`src/rtl/mapper_pkg.sv`:
```
// Shared types and default widths for the mapper bit scheduler and its bit counter.
// Build option MAPPER_SCHED_STATS_EN adds the stall statistics counter to the scheduler.
package mapper_pkg;

  localparam int unsigned MAPPER_PARALLELISM_DEF = 8;
  localparam int unsigned SYM_CNT_W_DEF          = 16;
  localparam int unsigned CNT_W_DEF              = $clog2(MAPPER_PARALLELISM_DEF);
  localparam int unsigned AVAIL_W_DEF            = CNT_W_DEF + 1;
  localparam int unsigned STALL_CNT_W            = 16;

  typedef enum logic [1:0] {
    IDLE = 2'd0,
    RUN  = 2'd1,
    DONE = 2'd2
  } sched_state_e;

endpackage

```
`src/rtl/mapper_bit_counter.sv`:
```
// Tracks the valid bits held in the shift-register datapath: +P per FIFO pop, -c per symbol.
// Registered count, one-edge latency; no backpressure of its own (the scheduler keeps it in 0..2P-1).
module mapper_bit_counter
  import mapper_pkg::*;
#(
  parameter  int unsigned MAPPER_PARALLELISM = MAPPER_PARALLELISM_DEF,
  localparam int unsigned BW                 = $clog2(MAPPER_PARALLELISM),
  localparam int unsigned AW                 = BW + 1
) (
  input  logic          clk_i,
  input  logic          rst_i,
  input  logic          fill_i,
  input  logic [BW-1:0] consume_i,
  output logic [AW-1:0] avail_o
);

  localparam logic [AW-1:0] WORD_BITS = AW'(MAPPER_PARALLELISM);

  logic [AW-1:0] avail_q, avail_d;

  // Fill and consume in the same cycle both apply.
  always_comb begin
    avail_d = avail_q + (fill_i ? WORD_BITS : '0) - {1'b0, consume_i};
  end

  always_ff @(posedge clk_i or posedge rst_i) begin
    if (rst_i) begin
      avail_q <= '0;
    end else begin
      avail_q <= avail_d;
    end
  end

  assign avail_o = avail_q;

endmodule

```
`src/rtl/mapper_bit_scheduler.sv`:
```
// Schedules FIFO pops and per-symbol bit consumption for one frame of nsym symbols of bps bits; outputs are combinational from registered state.
// Stalls (sym_valid low) while fewer than bps bits are held and the FIFO is empty; MAPPER_SCHED_STATS_EN adds stall_cnt.
module mapper_bit_scheduler
  import mapper_pkg::*;
#(
  parameter  int unsigned MAPPER_PARALLELISM = MAPPER_PARALLELISM_DEF,
  parameter  int unsigned SYM_CNT_W          = SYM_CNT_W_DEF,
  localparam int unsigned BW                 = $clog2(MAPPER_PARALLELISM),
  localparam int unsigned AW                 = BW + 1
) (
  input  logic                 clk,
  input  logic                 reset,
  input  logic                 cfg_valid,
  output logic                 cfg_ready,
  input  logic [BW-1:0]        cfg_bps,
  input  logic [SYM_CNT_W-1:0] cfg_nsym,
  input  logic                 fifo_empty,
  output logic                 fifo_rd_req,
  output logic [BW-1:0]        c,
  output logic                 sym_valid,
  input  logic                 sym_ready,
  output logic                 sym_last,
  output logic                 busy,
  output logic                 frame_done,
  output logic                 cfg_err
`ifdef MAPPER_SCHED_STATS_EN
  ,
  output logic [STALL_CNT_W-1:0] stall_cnt
`endif
);

  localparam logic [AW-1:0] WORD_BITS = AW'(MAPPER_PARALLELISM);

  sched_state_e         state_q, state_d;
  logic [BW-1:0]        bps_q, bps_d;
  logic [SYM_CNT_W-1:0] nsym_q, nsym_d;
  logic [SYM_CNT_W-1:0] sym_cnt_q, sym_cnt_d;
  logic                 cfg_err_q, cfg_err_d;
  logic [AW-1:0]        avail;
  logic                 cfg_xfer;
  logic                 cfg_ok;
  logic                 sym_fire;

  mapper_bit_counter #(
    .MAPPER_PARALLELISM(MAPPER_PARALLELISM)
  ) u_cnt (
    .clk_i    (clk),
    .rst_i    (reset),
    .fill_i   (fifo_rd_req),
    .consume_i(c),
    .avail_o  (avail)
  );

  always_comb begin
    cfg_ready   = (state_q == IDLE);
    cfg_xfer    = cfg_valid & cfg_ready;
    cfg_ok      = (cfg_bps != '0) && (cfg_nsym != '0);
    fifo_rd_req = (state_q == RUN) && (avail < WORD_BITS) && !fifo_empty;
    sym_valid   = (state_q == RUN) && (avail >= {1'b0, bps_q});
    sym_fire    = sym_valid & sym_ready;
    sym_last    = sym_valid && (sym_cnt_q == nsym_q - SYM_CNT_W'(1));
    c           = sym_fire ? bps_q : '0;
    busy        = (state_q == RUN) || (state_q == DONE);
    frame_done  = (state_q == DONE);
    cfg_err     = cfg_err_q;
  end

  always_comb begin
    state_d   = state_q;
    bps_d     = bps_q;
    nsym_d    = nsym_q;
    sym_cnt_d = sym_cnt_q;
    cfg_err_d = 1'b0;
    unique case (state_q)
      IDLE: begin
        if (cfg_xfer) begin
          if (cfg_ok) begin
            bps_d     = cfg_bps;
            nsym_d    = cfg_nsym;
            sym_cnt_d = '0;
            state_d   = RUN;
          end else begin
            cfg_err_d = 1'b1;
          end
        end
      end
      RUN: begin
        if (sym_fire) begin
          sym_cnt_d = sym_cnt_q + SYM_CNT_W'(1);
          if (sym_last) begin
            state_d = DONE;
          end
        end
      end
      DONE:    state_d = IDLE;
      default: state_d = IDLE;
    endcase
  end

  always_ff @(posedge clk or posedge reset) begin
    if (reset) begin
      state_q   <= IDLE;
      bps_q     <= '0;
      nsym_q    <= '0;
      sym_cnt_q <= '0;
      cfg_err_q <= 1'b0;
    end else begin
      state_q   <= state_d;
      bps_q     <= bps_d;
      nsym_q    <= nsym_d;
      sym_cnt_q <= sym_cnt_d;
      cfg_err_q <= cfg_err_d;
    end
  end

`ifdef MAPPER_SCHED_STATS_EN
  logic                   stall;
  logic [STALL_CNT_W-1:0] stall_cnt_q, stall_cnt_d;

  // Stall: running, not enough bits for a symbol, and nothing to pop.
  always_comb begin
    stall       = (state_q == RUN) && !sym_valid && fifo_empty;
    stall_cnt_d = stall_cnt_q;
    if (cfg_xfer && cfg_ok) begin
      stall_cnt_d = '0;
    end else if (stall && (stall_cnt_q != '1)) begin
      stall_cnt_d = stall_cnt_q + STALL_CNT_W'(1);
    end
  end

  always_ff @(posedge clk or posedge reset) begin
    if (reset) begin
      stall_cnt_q <= '0;
    end else begin
      stall_cnt_q <= stall_cnt_d;
    end
  end

  assign stall_cnt = stall_cnt_q;
`endif

endmodule

```
`config.mk`:
```
export PLATFORM = sky130hd
export DESIGN_NAME = mapper_bit_scheduler
export DESIGN_NICKNAME = d
export VERILOG_FILES = /design/src/rtl/mapper_pkg.sv /design/src/rtl/mapper_bit_counter.sv /design/src/rtl/mapper_bit_scheduler.sv
export SDC_FILE = /design/constraint.sdc
export NUM_CORES = 1
export LEC_CHECK = 0
export CAP_MARGIN = 20
export CORE_MARGIN = 2
export CORE_UTILIZATION = 45
export CTS_CLUSTER_SIZE = 40
export DETAILED_ROUTE_END_ITERATION = 12
export PLACE_DENSITY = 0.75
export SLEW_MARGIN = 20
export SYNTH_ARGS = -nofsm -noshare
export SYNTH_HDL_FRONTEND = slang
export SYNTH_HIERARCHICAL = 1
export SYNTH_SLANG_ARGS = --single-unit
```
`constraint.sdc`:
```
create_clock -name clk -period 3 [get_ports clk]
set_input_delay 0.75 -clock clk [delete_from_list [all_inputs] [get_ports clk]]
set_output_delay 0.75 -clock clk [all_outputs]
set_load 0.01 [all_outputs]
```
==> results.ini <==
[outcome]
status = complete, but fails checks
violations = negative setup slack

[synth]
synth_cell_types = 47
synthFlopType = dfrtp_1
postSynthCellCount = 265
yosysWarningCount = 6
ys_seq_area_share_pct = 39.8
synth_area_um2 = 2640
ys_ff_latch = 42
synth_edf_count = 0
synth_fp_nets = 302
async_flop_share_pct = 100
syn_avg_cell_area_um2 = 9.97

[critical_path]
worstPathMaxFanout = 2
crit_buf_inv = 2
arrival_ns = 2.47
critical_path.top_delay_family = simple AND/OR/NAND/NOR gates
crit_type = reg -> out
reg2reg_to = u_cnt/avail_o[3]$_DFF_PP0_
reg2reg_depth = 13
worstPathCellList = inv_1 > ha_1 > xnor2_1 > or4_1 > a311oi_2 > nor4b_2 > and3_1 > buf_2
r2r-start = u_cnt/avail_o[0]$_DFF_PP0_
endpoint_kind = output port
start_kind = register
cpMaxStageDelayCell = or4_1
reg2reg_slack_ns = 0.13
critical-path-max-stage-delay_ns = 0.54
cp.required_ns = 2.25

[power]
power.share.clock_pct = 12.4
internal_power_mw = 1.80
power_frac_seq_pct = 31.4
swShare_pct = 38.9
peakVddDrop_mv = 0.467
p_sw_mw = 1.14
p_per_area_nw_per_um2 = 815
p_comb_share_pct = 56.1
leakage_nw = 1.64

[sta]
fin_crit_sh_pct = 107
max_freq_mhz = 311
tns_ns = -0.218
hold_viol = 0
worst_pin_slew_ns = 0.567
skew_ns = 0.00840
setup_slack_ns = -0.218
maxSlewHeadroom_pct = 61.9
setup_violations = 1
hold_ws_ns = 0.549
drv_slew = 0
rsz0062_at_grt = true
finalCriticalPeriod_ns = 3.22

[cells_and_area]
nets = 395
diodes = 0
syn_to_final_growth_pct = 36.7
drive_gt1_share_pct = 28.2
fill_cells = 459
final_cell_mix = buf_4, dfrtp_1, clkdlybuf4s50_1, nor2_1, mux2_2
final_common_cell = buf_4

[drt]
wire_per_inst_um = 16.4
antenna_left = 0
vias = 2417
drt_first_pass_iters = 4
initialDrtViolationCount = 178
drc = 0
viasPerCell = 5.62
wl_um = 7060

[die]
coreArea_um2 = 5570
die_w_um = 80.6
die-area_um2 = 6500
die_h_um = 80.6
row_count = 27
start_util_pct = 47.4
io_pins = 34

[clocking]
cts-hold-fix-buffers = 0
cts_buffers = 5
root_buffer = clkbuf_8
htree_num_levels = 2
clkTransAtPathRegs_ns = 0.08
cts_tree = yes
clk_path_buf_depth = 2
clock-sinks = 42
clk_latency_ns = 0.30

[global_routing]
antenna_found_initial = 0
grt_max_degree = 39
grt_pass1_vias = 2491
globalRouteOverflowTotal = 0
grt_usage_pct = 24.5
grt_pass1_wl_um = 11800

[worst_hold_path]
min_from = nsym_q[15]$_DFFE_PP0P_
whs_path_depth = 1
worstHoldPathType = reg -> reg
hold_end = nsym_q[15]$_DFFE_PP0P_

[run]
cap_violations = 0

[placed_design]
globalplace.congestion = 0.882
numPortBuffers = 33
pre_cts_slack_ns = -0.498
dp_hpwl_um = 5200

per-layer routing:
| layer | global-route usage [%] | up-vias | part of all wire, % |
|---|---|---|---|
| met5 | 0 | - | 0 |
| met4 | 10.2 | 0 | 2.7 |
| met3 | 4.61 | 18 | 4.2 |
| met2 | 42.5 | 81 | 52 |
| met1 | 29.6 | 1183 | 41 |
| li1 | - | 1135 | - |
power by group through the flow:
stage          Combinational (mW)  Sequential (mW)  Clock (mW)
3_3_place_gp                 1.44            0.903           0
3_5_place_dp                 1.49            0.916           0
2_1_floorplan               0.820            0.896           0
4_1_cts                      1.60            0.908       0.375
6_report                     1.65            0.925       0.366
5_1_grt                      1.80            0.949       0.395
layout make-up:
class | count | area [µm²] | area share, %
multi-input combinational | 197 | 1550 | 42.8
clock buffer | 5 | 68.8 | 1.91
timing repair buffer | 92 | 764 | 21.2
inverter | 20 | 75.1 | 2.08
sequential | 42 | 1050 | 29.1
tap | 72 | 90.1 | 2.49
clock inverter | 2 | 15.0 | 0.416
cells in the mapped netlist (2+ instances only):
cell	instances	area, µm²
dfrtp_1	42	1050
nor2_1	24	90.1
mux2_2	21	236
inv_1	20	75.1
xor2_1	16	140
xnor2_1	15	131
nand3_1	13	65.1
ha_1	12	150
nand2_1	10	37.5
and2_1	8	50.1
nor4_1	8	50.1
nand4_1	7	43.8
and3_1	5	31.3
clkbuf_1	5	18.8
o21ai_0	5	25.0
o31ai_1	5	37.5
nand2b_1	4	25.0
nor3_1	4	20.0
and4_1	3	26.3
nor2b_1	3	18.8
nor3b_1	3	22.5
or3_1	3	18.8
a311o_1	2	20.0
a31oi_1	2	12.5
nand4b_1	2	17.5
o21a_1	2	15.0
logic make-up after synthesis:
group	count (synthesis)	synth area share (%)
XOR/XNOR	31	10.3
adder cells (fa/ha/maj)	13	6.44
flip-flops	42	39.8
buffers and inverters	26	3.98
multiplexers	22	9.33
AND/OR/NAND/NOR	106	23.0
AO/OA/AOI/OAI	25	7.15
registers in the layout, summed over array words and instances, names as in the netlist:
name and cells:
nsym_q 16, cfg_err 1, bps_q 3, state_q 2, sym_cnt_q 16, u_cnt/avail_o 4
per-stage QoR:
step                power [mW]  utilization (%)  area, µm²  std cells
finish                    2.94             64.8       3610        430
global route              3.14             64.8       3610        430
CTS                       2.88             64.3       3590        429
detailed placement        2.41             61.8       3440        419
global placement          2.34             61.8       3440        419
floorplan                 1.72                -       2640        265
timing repair:
action	4_1_cts	5_1_grt
pin swaps	6	1
endpoints found under the setup margin	7	5
resized for setup	14	3
endpoints found under the hold margin	0	0
buffers inserted	3	1
worst max-delay path by stage:
stage                               start                    endpoint  slack [ns]  depth (start not counted)
global route        nsym_q[1]$_DFFE_PP0P_                    sym_last       -0.34                          8
CTS                 nsym_q[1]$_DFFE_PP0P_                    sym_last       -0.18                          8
global placement     bps_q[0]$_DFFE_PP0P_                    sym_last       -0.41                          8
finish              nsym_q[1]$_DFFE_PP0P_                    sym_last       -0.22                          8
detailed placement   bps_q[0]$_DFFE_PP0P_                    sym_last       -0.50                          8
floorplan            bps_q[0]$_DFFE_PP0P_  u_cnt/avail_o[3]$_DFF_PP0_        0.01                         11
(Power assumes the default switching activity.)
